### src/rtl/queue_sched_pkg.sv
// Shared types and constants for the age-based queue scheduler.
package queue_sched_pkg;

  localparam int unsigned NUM_QUEUES_DEF     = 4;
  localparam int unsigned AGE_WIDTH_DEF      = 32;
  localparam int unsigned BURST_WIDTH_DEF    = 8;
  localparam int unsigned GRANT_ID_WIDTH_DEF = $clog2(NUM_QUEUES_DEF);

  typedef logic [GRANT_ID_WIDTH_DEF-1:0] grant_idx_t;

  typedef enum logic [1:0] {
    ST_IDLE   = 2'd0,
    ST_SERVE  = 2'd1,
    ST_RETIRE = 2'd2
  } sched_state_e;

  // Saturation value of an age counter of the given width (widths up to 64).
  function automatic logic [63:0] age_max(input int unsigned width);
    if (width >= 64) begin
      age_max = '1;
    end else begin
      age_max = (64'd1 << width) - 64'd1;
    end
  endfunction

endpackage

### src/rtl/queue_age_scheduler_if.sv
// Request/grant bundle between the per-requester queues and the scheduler.
interface queue_age_scheduler_if
  import queue_sched_pkg::*;
#(
  parameter int unsigned NUMBER_OF_QUEUES = NUM_QUEUES_DEF,
  parameter int unsigned BURST_WIDTH      = BURST_WIDTH_DEF
);
  localparam int unsigned ID_W = $clog2(NUMBER_OF_QUEUES);

  logic [NUMBER_OF_QUEUES-1:0] empty;
  logic [BURST_WIDTH-1:0]      max_burst;
  logic                        beat_ready;
  logic [NUMBER_OF_QUEUES-1:0] pop;
  logic                        grant_valid;
  logic [ID_W-1:0]             grant_id;
  logic                        done;
  logic [BURST_WIDTH-1:0]      grant_beats;
  logic                        busy;

  modport master (
    output empty, max_burst, beat_ready,
    input  pop, grant_valid, grant_id, done, grant_beats, busy
  );

  modport slave (
    input  empty, max_burst, beat_ready,
    output pop, grant_valid, grant_id, done, grant_beats, busy
  );

endinterface

### src/rtl/oldest_select.sv
// Combinational argmax over requesting queues' ages; ties go to the lowest index.
module oldest_select #(
  parameter int unsigned NUMBER_OF_QUEUES = 4,
  parameter int unsigned AGE_WIDTH        = 32
) (
  input  logic [NUMBER_OF_QUEUES-1:0][AGE_WIDTH-1:0] i_age,
  input  logic [NUMBER_OF_QUEUES-1:0]                i_req,
  output logic [$clog2(NUMBER_OF_QUEUES)-1:0]        o_sel_c,
  output logic                                       o_any_valid_c
);
  localparam int unsigned ID_W = $clog2(NUMBER_OF_QUEUES);

  logic [AGE_WIDTH-1:0] w_best;
  logic [ID_W-1:0]      w_sel;
  logic                 w_found;

  // Strict greater-than keeps the earlier (lower) index on equal ages.
  always_comb begin
    w_best  = '0;
    w_sel   = '0;
    w_found = 1'b0;
    for (int unsigned q = 0; q < NUMBER_OF_QUEUES; q++) begin
      if (i_req[ID_W'(q)] && (!w_found || (i_age[ID_W'(q)] > w_best))) begin
        w_found = 1'b1;
        w_sel   = ID_W'(q);
        w_best  = i_age[ID_W'(q)];
      end
    end
    o_sel_c       = w_sel;
    o_any_valid_c = w_found;
  end

endmodule

### src/rtl/queue_age_scheduler.sv
// Age-based scheduler: grants the oldest non-empty queue one burst on the shared beat port.
module queue_age_scheduler
  import queue_sched_pkg::*;
#(
  parameter int unsigned NUMBER_OF_QUEUES = NUM_QUEUES_DEF,
  parameter int unsigned AGE_WIDTH        = AGE_WIDTH_DEF,
  parameter int unsigned BURST_WIDTH      = BURST_WIDTH_DEF
) (
  input logic                  i_clock,
  input logic                  i_reset,
  queue_age_scheduler_if.slave s_if
);
  localparam int unsigned ID_W = $clog2(NUMBER_OF_QUEUES);
  localparam logic [AGE_WIDTH-1:0] AGE_SAT = AGE_WIDTH'(age_max(AGE_WIDTH));

  sched_state_e r_state;
  sched_state_e w_state_next;

  logic [ID_W-1:0]                             r_grant_id;
  logic [BURST_WIDTH-1:0]                      r_remaining;
  logic [BURST_WIDTH-1:0]                      r_beats;
  logic [NUMBER_OF_QUEUES-1:0][AGE_WIDTH-1:0] r_age;
  logic                                        r_busy;
  logic                                        r_done;

  logic [NUMBER_OF_QUEUES-1:0] w_req;
  logic [NUMBER_OF_QUEUES-1:0] w_pop;
  logic [BURST_WIDTH-1:0]      w_burst_load;
  logic [ID_W-1:0]             w_sel_id;
  logic                        w_any_valid;
  logic                        w_pop_fire;

  assign w_req        = ~s_if.empty;
  assign w_burst_load = (s_if.max_burst == '0) ? BURST_WIDTH'(1) : s_if.max_burst;

  oldest_select #(
    .NUMBER_OF_QUEUES (NUMBER_OF_QUEUES),
    .AGE_WIDTH        (AGE_WIDTH)
  ) u_oldest_select (
    .i_age         (r_age),
    .i_req         (w_req),
    .o_sel_c       (w_sel_id),
    .o_any_valid_c (w_any_valid)
  );

  // State register
  always_ff @(posedge i_clock) begin
    if (i_reset) begin
      r_state <= ST_IDLE;
    end else begin
      r_state <= w_state_next;
    end
  end

  // Next state and live pop strobe
  always_comb begin
    w_state_next = r_state;
    w_pop        = '0;
    w_pop_fire   = 1'b0;
    case (r_state)
      ST_IDLE: begin
        if (w_any_valid) begin
          w_state_next = ST_SERVE;
        end
      end
      ST_SERVE: begin
        if (s_if.empty[r_grant_id]) begin
          w_state_next = ST_RETIRE;
        end else if (s_if.beat_ready) begin
          w_pop_fire          = 1'b1;
          w_pop[r_grant_id]   = 1'b1;
          if (r_remaining == BURST_WIDTH'(1)) begin
            w_state_next = ST_RETIRE;
          end
        end
      end
      ST_RETIRE: begin
        w_state_next = ST_IDLE;
      end
      default: begin
        w_state_next = ST_IDLE;
      end
    endcase
  end

  // Grant bookkeeping, status flags and the age array
  always_ff @(posedge i_clock) begin
    if (i_reset) begin
      r_grant_id  <= '0;
      r_remaining <= '0;
      r_beats     <= '0;
      r_age       <= '0;
      r_busy      <= 1'b0;
      r_done      <= 1'b0;
    end else begin
      r_busy <= (w_state_next != ST_IDLE);
      r_done <= (w_state_next == ST_RETIRE);
      case (r_state)
        ST_IDLE: begin
          if (w_any_valid) begin
            r_grant_id  <= w_sel_id;
            r_remaining <= w_burst_load;
            r_beats     <= '0;
          end
        end
        ST_SERVE: begin
          if (w_pop_fire) begin
            r_remaining <= r_remaining - BURST_WIDTH'(1);
            r_beats     <= r_beats + BURST_WIDTH'(1);
          end
        end
        ST_RETIRE: begin
          // Winner restarts at 1; waiting losers age, idle queues forget.
          for (int unsigned q = 0; q < NUMBER_OF_QUEUES; q++) begin
            if (ID_W'(q) == r_grant_id) begin
              r_age[ID_W'(q)] <= AGE_WIDTH'(1);
            end else if (!s_if.empty[ID_W'(q)]) begin
              if (r_age[ID_W'(q)] != AGE_SAT) begin
                r_age[ID_W'(q)] <= r_age[ID_W'(q)] + AGE_WIDTH'(1);
              end
            end else begin
              r_age[ID_W'(q)] <= '0;
            end
          end
        end
        default: begin
        end
      endcase
    end
  end

  assign s_if.pop         = w_pop;
  assign s_if.grant_valid = r_busy;
  assign s_if.busy        = r_busy;
  assign s_if.grant_id    = r_grant_id;
  assign s_if.done        = r_done;
  assign s_if.grant_beats = r_beats;

endmodule

### src/flat_wrapper.sv
// flat-port wrapper written by rule: the top's interface ports become plain ports
module queue_age_scheduler_flat import queue_sched_pkg::*;
#(
  parameter int unsigned NUMBER_OF_QUEUES = NUM_QUEUES_DEF,
  parameter int unsigned AGE_WIDTH        = AGE_WIDTH_DEF,
  parameter int unsigned BURST_WIDTH      = BURST_WIDTH_DEF
)
  (i_clock, i_reset, s_if_empty, s_if_max_burst, s_if_beat_ready, s_if_pop, s_if_grant_valid, s_if_grant_id, s_if_done, s_if_grant_beats, s_if_busy);
  queue_age_scheduler_if #(.NUMBER_OF_QUEUES(NUMBER_OF_QUEUES), .BURST_WIDTH(BURST_WIDTH)) s_if_i ();
  input logic i_clock;
  input logic i_reset;
  input wire logic [$bits(s_if_i.empty)-1:0] s_if_empty;
  input wire logic [$bits(s_if_i.max_burst)-1:0] s_if_max_burst;
  input wire logic [$bits(s_if_i.beat_ready)-1:0] s_if_beat_ready;
  output wire logic [$bits(s_if_i.pop)-1:0] s_if_pop;
  output wire logic [$bits(s_if_i.grant_valid)-1:0] s_if_grant_valid;
  output wire logic [$bits(s_if_i.grant_id)-1:0] s_if_grant_id;
  output wire logic [$bits(s_if_i.done)-1:0] s_if_done;
  output wire logic [$bits(s_if_i.grant_beats)-1:0] s_if_grant_beats;
  output wire logic [$bits(s_if_i.busy)-1:0] s_if_busy;
  assign s_if_i.empty = s_if_empty;
  assign s_if_i.max_burst = s_if_max_burst;
  assign s_if_i.beat_ready = s_if_beat_ready;
  assign s_if_pop = s_if_i.pop;
  assign s_if_grant_valid = s_if_i.grant_valid;
  assign s_if_grant_id = s_if_i.grant_id;
  assign s_if_done = s_if_i.done;
  assign s_if_grant_beats = s_if_i.grant_beats;
  assign s_if_busy = s_if_i.busy;
  queue_age_scheduler #(.NUMBER_OF_QUEUES(NUMBER_OF_QUEUES), .AGE_WIDTH(AGE_WIDTH), .BURST_WIDTH(BURST_WIDTH)) u_core (.i_clock(i_clock), .i_reset(i_reset), .s_if(s_if_i));
endmodule
### config.mk
export PLATFORM = sky130hd
export DESIGN_NAME = queue_age_scheduler_flat
export DESIGN_NICKNAME = d
export VERILOG_FILES = /design/src/rtl/queue_sched_pkg.sv /design/src/rtl/queue_age_scheduler_if.sv /design/src/rtl/oldest_select.sv /design/src/rtl/queue_age_scheduler.sv /design/src/flat_wrapper.sv
export SDC_FILE = /design/constraint.sdc
export NUM_CORES = 1
export LEC_CHECK = 0
export CORE_AREA = 4 4 160 162
export CTS_CLUSTER_DIAMETER = 60
export DETAILED_ROUTE_END_ITERATION = 8
export DIE_AREA = 0 0 164 166
export GPL_TIMING_DRIVEN = 0
export SYNTH_ARGS = -nofsm -noshare
export SYNTH_HDL_FRONTEND = slang
export SYNTH_SLANG_ARGS = --single-unit
### constraint.sdc
create_clock -name i_clock -period 10.1 [get_ports i_clock]
set_input_delay 2.02 -clock i_clock [delete_from_list [all_inputs] [get_ports i_clock]]
set_output_delay 2.02 -clock i_clock [all_outputs]
set_load 0.01 [all_outputs]
-- Word-level counts from Yosys, hierarchy flattened
Index checks and enable logic that the tools add are counted.
Widths: inputs -> output; s select.
- $lt $le $gt $ge: 5
- bitwise logic cells: 1
- div/mod/pow operators: 0
- add/subtract/negate cells: 6
- equal/unequal tests: 13
- reductions and logical operators: 25
- shift-type cells: 0
- multiply operators: 0
- muxes and demuxes: 44
- operators with widths (cell ; number):
    $mux 32 ; 15
    $add 32x1->32 const B ; 4
    $ne 32x32->1 const B ; 4
    $gt 32x32->1 ; 3
    $mux 8 ; 5
    $pmux 8 s2 ; 2
    $mux 2 ; 6
    $mux 4 ; 3
    $reduce_bool 3->1 ; 4
    $mux 1 ; 10
    $reduce_and 2->1 ; 5
    $add 8x1->8 const B ; 1
    $eq 8x1->1 const B ; 1
    $logic_not 8->1 ; 1
    $sub 8x1->8 const B ; 1
    $eq 2x2->1 const A ; 2
    $eq 2x2->1 const B ; 2
    $logic_and 1x1->1 ; 4
    $logic_not 2->1 ; 2
    $not 4->4 ; 1
    $pmux 2 s2 ; 1
    $reduce_bool 2->1 ; 2
    $logic_not 1->1 ; 3
    $logic_or 1x1->1 ; 3
    9 further kinds ; 9
- bits of input ports: 15
- flip-flop bits (word level): 150
- memories: 0
- bits in latches: 0
- bits in read-only memories: 0
- bits in writable memories: 0
- output and inout port bits: 17

-- Longest topological paths before layout
- word-level depth: 17
- depth in mapped cells: 30
- gate-level depth less buffers: 25

-- Hierarchy
A second synthesis with hierarchy kept.
- cells, all modules: 1515
- area, all modules: 11417.2 µm²
- by module, submodules not included (module ; area each (µm²) ; instances ; cells each ; sequential area each (µm²)):
    queue_age_scheduler ; 8259.2 ; 1 ; 1073 ; 3002.9
    oldest_select ; 3158.0 ; 1 ; 442 ; 0.0

-- Worst setup path after synthesis
No wires, ideal clock.
- path type: input -> register
- start point: in s_if_empty[0]
- end point: reg u_core.r_grant_id[0], in the netlist u_core.s_if.grant_id[0]
- data required time: 9.985 ns
- buffers on the path: 5
- stages: 28
- library setup time: 0.115 ns
- slack: 2.255 ns
- arrival: 7.731 ns
- path through: clkbuf_1 clkbuf_1 nand2b_1 ha_1 a21oi_1 nand2_1 a221o_1 or4_1 a21o_1 and2_1 clkbuf_1 clkbuf_1 a21oi_1 ha_1 a21o_1 a221o_1 a22oi_1 nand3_1 o21ai_2 clkbuf_1 o22ai_1 ha_1 nand4_1 nor4_1 a31oi_1 a2111oi_0 a31oi_1 o21a_1
- longest elaborated chain between the ends: 15
- elaborated cells between the ends (all ways): 24
- those cells by class: 3 x order compare; 10 x mux; 1 x bitwise; 10 x reduce/logical
- ends and longest elaborated chain (what ; RTL line ; text):
    start: declaration ; flat_wrapper.sv:12 ; input wire logic [$bits(s_if_i.empty)-1:0] s_if_empty;
    $not 4->4 (*) ; queue_age_scheduler.sv:33 ; assign w_req = ~s_if.empty;
    $mux 32 / $mux 1 (equally long branches) ; oldest_select.sv:23 ; if (i_req[ID_W'(q)] && (!w_found || (i_age[ID_W'(q)] > w_best))) begin
    $gt 32x32->1 / $logic_not 1->1 (equally long branches) ; oldest_select.sv:23 ;
    $logic_or 1x1->1 ; oldest_select.sv:23 ;
    $logic_and 1x1->1 ; oldest_select.sv:23 ;
    $mux 32 / $mux 1 (equally long branches) ; oldest_select.sv:23 ;
    $gt 32x32->1 / $logic_not 1->1 (equally long branches) ; oldest_select.sv:23 ;
    $logic_or 1x1->1 ; oldest_select.sv:23 ;
    $logic_and 1x1->1 ; oldest_select.sv:23 ;
    $mux 32 / $mux 1 (equally long branches) ; oldest_select.sv:23 ;
    $gt 32x32->1 / $logic_not 1->1 (equally long branches) ; oldest_select.sv:23 ;
    $logic_or 1x1->1 ; oldest_select.sv:23 ;
    $logic_and 1x1->1 ; oldest_select.sv:23 ;
    $mux 1 ; oldest_select.sv:23 ;
    $reduce_and 2->1 (no line) ; n/a ;
    end signal: assignment ; queue_age_scheduler.sv:101 ; r_grant_id <= w_sel_id;
    end: declaration ; queue_age_scheduler.sv:19 ; logic [ID_W-1:0] r_grant_id;
Every way passes the cells marked *; elsewhere a longest branch is shown, timed or not.
A chain may end at the register's enable or synchronous reset.

-- Worst setup path after layout
- start point: in s_if_empty[0]
- end point: reg u_core.r_grant_id[1], in the netlist u_core.s_if.grant_id[1]
The elaborated chain is that of the path after synthesis.

==> results.yml <==
outcome:
  outcome: "complete, no violations"
sta:
  tightest_slew_ns: 0.879
  drv_slew: 0
  rsz0062_at_grt: "false"
  hold_viol_final: 0
  finalSetupViolations: 0
  holdWs_ns: 0.512
  setup_slack_ns: 0.406
  max-slew-margin-rel_pct: 41.4
  fin_crit_ns: 9.69
  max_freq_ghz: 0.103
  finalCritPeriodShare_pct: 96.0
  clock_skew_ns: 0.0111
power_and_ir_drop:
  p_seq_share_pct: 39.9
  p_sw_share_pct: 27.8
  combPwrFrac_pct: 14.0
  total_power_uw: 1540
  intPower_uw: 1110
  cellPowerDensity_nw_per_um2: 127
  p_clk_share_pct: 46.1
  power.switching_uw: 427
  p_leak_uw: 0.00431
  ir_drop_mv: 0.0824
worst_setup_path:
  r2r_setup_slack_ns: 2.77
  path_buf_inv: 5
  required_ns: 10.42
  crit_cells: 27
  critPathCaptureType: "register"
  crit_slowest_cell: "clkdlybuf4s50_1"
  endpoint: "u_core.s_if.grant_id[1]"
  path_class: "input pin to register"
  startpoint_type: "input pin"
  worstPathMaxFanout: 10
  critical_path.top_delay_family: "simple AND/OR/NAND/NOR gates"
  startpoint: "s_if_empty[0]"
  rr_worst_depth: 24
  max_stage_delay_ns: 0.66
  arrival_ns: 10.01
  reg2reg_to: "u_core.s_if.grant_id[1]"
  timing.rr.start: "u_core.r_age[31]"
placed_design:
  dp_slack_ns: -0.573
  io_buffer_count: 31
  gp_congestion: 0.976
  hpwl_um: 27900
  dpl-instance-area_um2: 11500
global_routing:
  grt_antenna_before_repair: 0
  grt_use_total_pct: 26.6
  gr-total-overflow: 0
  grt_max_degree: 17
  grt_pass1_vias: 10049
  grt_pass1_wl_um: 57300
cells_and_area:
  drive_above_1_share_pct: 5.31
  n_antenna_cell: 0
  stdcell_area_um2: 12100
  synthToLayoutAreaGrowth_pct: 12.8
  fillers: 2441
  fin_util_pct: 50.4
  nets: 1575
  final_cell_mix: "150 x dfxtp_1, 136 x a21oi_1, 125 x nor2_1"
  final_common_cell: "dfxtp_1"
logic_synthesis:
  synth_cell_type_count: 78
  netlist_instances: 1407
  async_reset_ff_share_pct: 0
  synth_edf_count: 0
  synthesis.area_um2: 10800
  seq_area_frac_synth_pct: 27.9
  ys_ff_latch: 150
  synth.avg_cell_area_um2: 7.65
  yosysWarnings: 0
  syn_nets: 1525
  synthFlopType: "dfxtp_1"
floorplan:
  die_height_um: 166
  pin_count: 32
  rows: 57
  start_util_pct: 44.7
  core_region_area_um2: 24100
  die_area_um2: 27200
  die_x_um: 164
clock_network:
  root_buffer: "clkbuf_16"
  clock-sinks: 150
  clock_path_buffers: 2
  cts_buffers: 17
  h-tree-depth: 4
  clk_latency_ns: 0.44
  cts_tree: "built"
  path_clk_slew_ns: 0.07
routing:
  wl_per_cell_um: 20.1
  drtIter0Drc: 931
  routed_wl_um: 36100
  drcViolationCount: 0
  dr_total_vias: 10778
  firstDrtPassIters: 5
  via_per_inst: 6.01
  postRouteAntennaNets: 0
run:
  drv_cap: 0
hold_path:
  hp-class: "register to register"
  min_path_cells: 2
cell usage after synthesis (3+ instances only):
library cell  number  area, um^2
o21ai_0          115         576
xor2_1            30         263
o31ai_1            4        30.0
and2_1             9        56.3
mux2i_1            3        30.0
inv_1             26        97.6
clkbuf_1          54         203
nand3_1           56         280
a21boi_0          24         180
or3_1             25         156
o41ai_1            4        35.0
nand2_1          122         458
a22oi_1            4        30.0
or4_1              8        60.1
o211ai_1           6        45.0
a21o_1            17         128
dfxtp_1          150        3000
o22ai_1           36         225
buf_2             11        55.1
a21boi_1           6        45.0
buf_1              5        18.8
a41oi_1            3        26.3
or2_2              7        43.8
nor2b_1           12        75.1
a211oi_1          11        82.6
nand3b_1          10        75.1
xnor2_1           36         315
a21oi_1          136         681
o21ai_1            3        15.0
nand2b_1          40         250
o21a_1             5        37.5
nor2_1           125         469
and3_1            25         156
a31oi_1           11        68.8
nor4_1            20         125
nand4_1           47         294
and4_1            11        96.3
nand4b_1           4        35.0
nor3_1            33         165
ha_1             103        1290
worst min-delay path by stage:
stage,start,slack (ns),to
3_5_place_dp,u_core.s_if.grant_beats[1],0.49,u_core.s_if.grant_beats[1]
6_report,u_core.s_if.grant_beats[1],0.51,u_core.s_if.grant_beats[1]
4_1_cts,u_core.s_if.grant_beats[1],0.50,u_core.s_if.grant_beats[1]
2_1_floorplan,u_core.r_age[7],0.46,u_core.r_age[7]
5_1_grt,u_core.s_if.grant_beats[1],0.53,u_core.s_if.grant_beats[1]
3_3_place_gp,u_core.s_if.grant_beats[1],0.48,u_core.s_if.grant_beats[1]
worst reg2reg max path, cell delays in order, from the launching register on:
cell and delay (ns):
dfxtp_1 0.46, nand2b_1 0.10, ha_1 0.30, nand4_1 0.19, nor4_2 0.54, a31oi_1 0.40, or2_2 0.44, clkbuf_1 0.26
a21oi_1 0.42, a21oi_1 0.11, ha_1 0.34, nand4_1 0.14, nor2_1 0.21, or4b_1 0.47, o21ba_2 0.23, o21ai_2 0.16
clkbuf_1 0.44, o22ai_1 0.18, ha_1 0.32, nand4_1 0.14, nor4_2 0.42, a31oi_1 0.14, a2111oi_0 0.43, a31oi_1 0.13
o21a_1 0.24
power by group through the flow:
stage / Sequential [uW] / Combinational (uW) / Clock, uW
finish: 613 / 216 / 709
global route: 615 / 239 / 742
CTS: 613 / 210 / 720
detailed placement: 626 / 209 / 0
global placement: 626 / 208 / 0
floorplan: 624 / 135 / 0
metal layers:
metal / share of wire, % / routed length, um / global-route usage (%) / vias to the layer above
met4: 2.4 / 880 / 7.73 / 0
met3: 6.5 / 2340 / 4.62 / 58
met1: 46 / 16800 / 38.0 / 5095
li1: - / - / - / 5296
met2: 45 / 16100 / 41.1 / 329
met5: 0 / 0 / 0 / -
cell families (layout without fill, tap and decap cells):
logic type                 Yosys count  count (layout)  synth area share, %
muxes                                4               4                0.488
buffers and inverters               99             161                 3.75
AOI/OAI and AO/OA                  411             411                 22.7
xor gates and xnor gates            66              66                 5.37
DFF                                150             150                 27.9
and+or+nand+nor                    574             574                 27.8
adders and majority gates          103             103                 12.0
cell type report:
| cell class | count | area, um^2 | area share (%) |
|---|---|---|---|
| clock buffers | 19 | 433 | 3.56 |
| plain buffers | 73 | 314 | 2.59 |
| well taps | 324 | 405 | 3.34 |
| repair buffers | 31 | 310 | 2.56 |
| flip-flops and latches | 150 | 3000 | 24.7 |
| multi-input cells | 1158 | 7380 | 60.8 |
| clock inverters | 12 | 200 | 1.65 |
| inverters | 26 | 97.6 | 0.804 |
flip-flops by register name, summed over array words and instances (netlist names):
register                 count
u_core.s_if.busy             1
u_core.r_age               128
u_core.r_remaining           8
u_core.s_if.grant_beats      8
u_core.s_if.done             1
u_core.r_state               2
u_core.s_if.grant_id         2
per-stage QoR:
step,setup TNS [ns],cells
after CTS,0,1793
after global routing,0,1793
after detailed placement,-1.11,1762
after floorplan,0,1407
final,0,1793
after global placement,-1.21,1762
what timing repair did:
action | CTS | global route
setup endpoints to repair | 2 | 2
resized for setup | 1 | 20
endpoints found under the hold margin | 0 | 0
buffers inserted | 0 | 0
hold buffers | 0 | 0
Note: power is estimated with default switching activity, not from simulation.
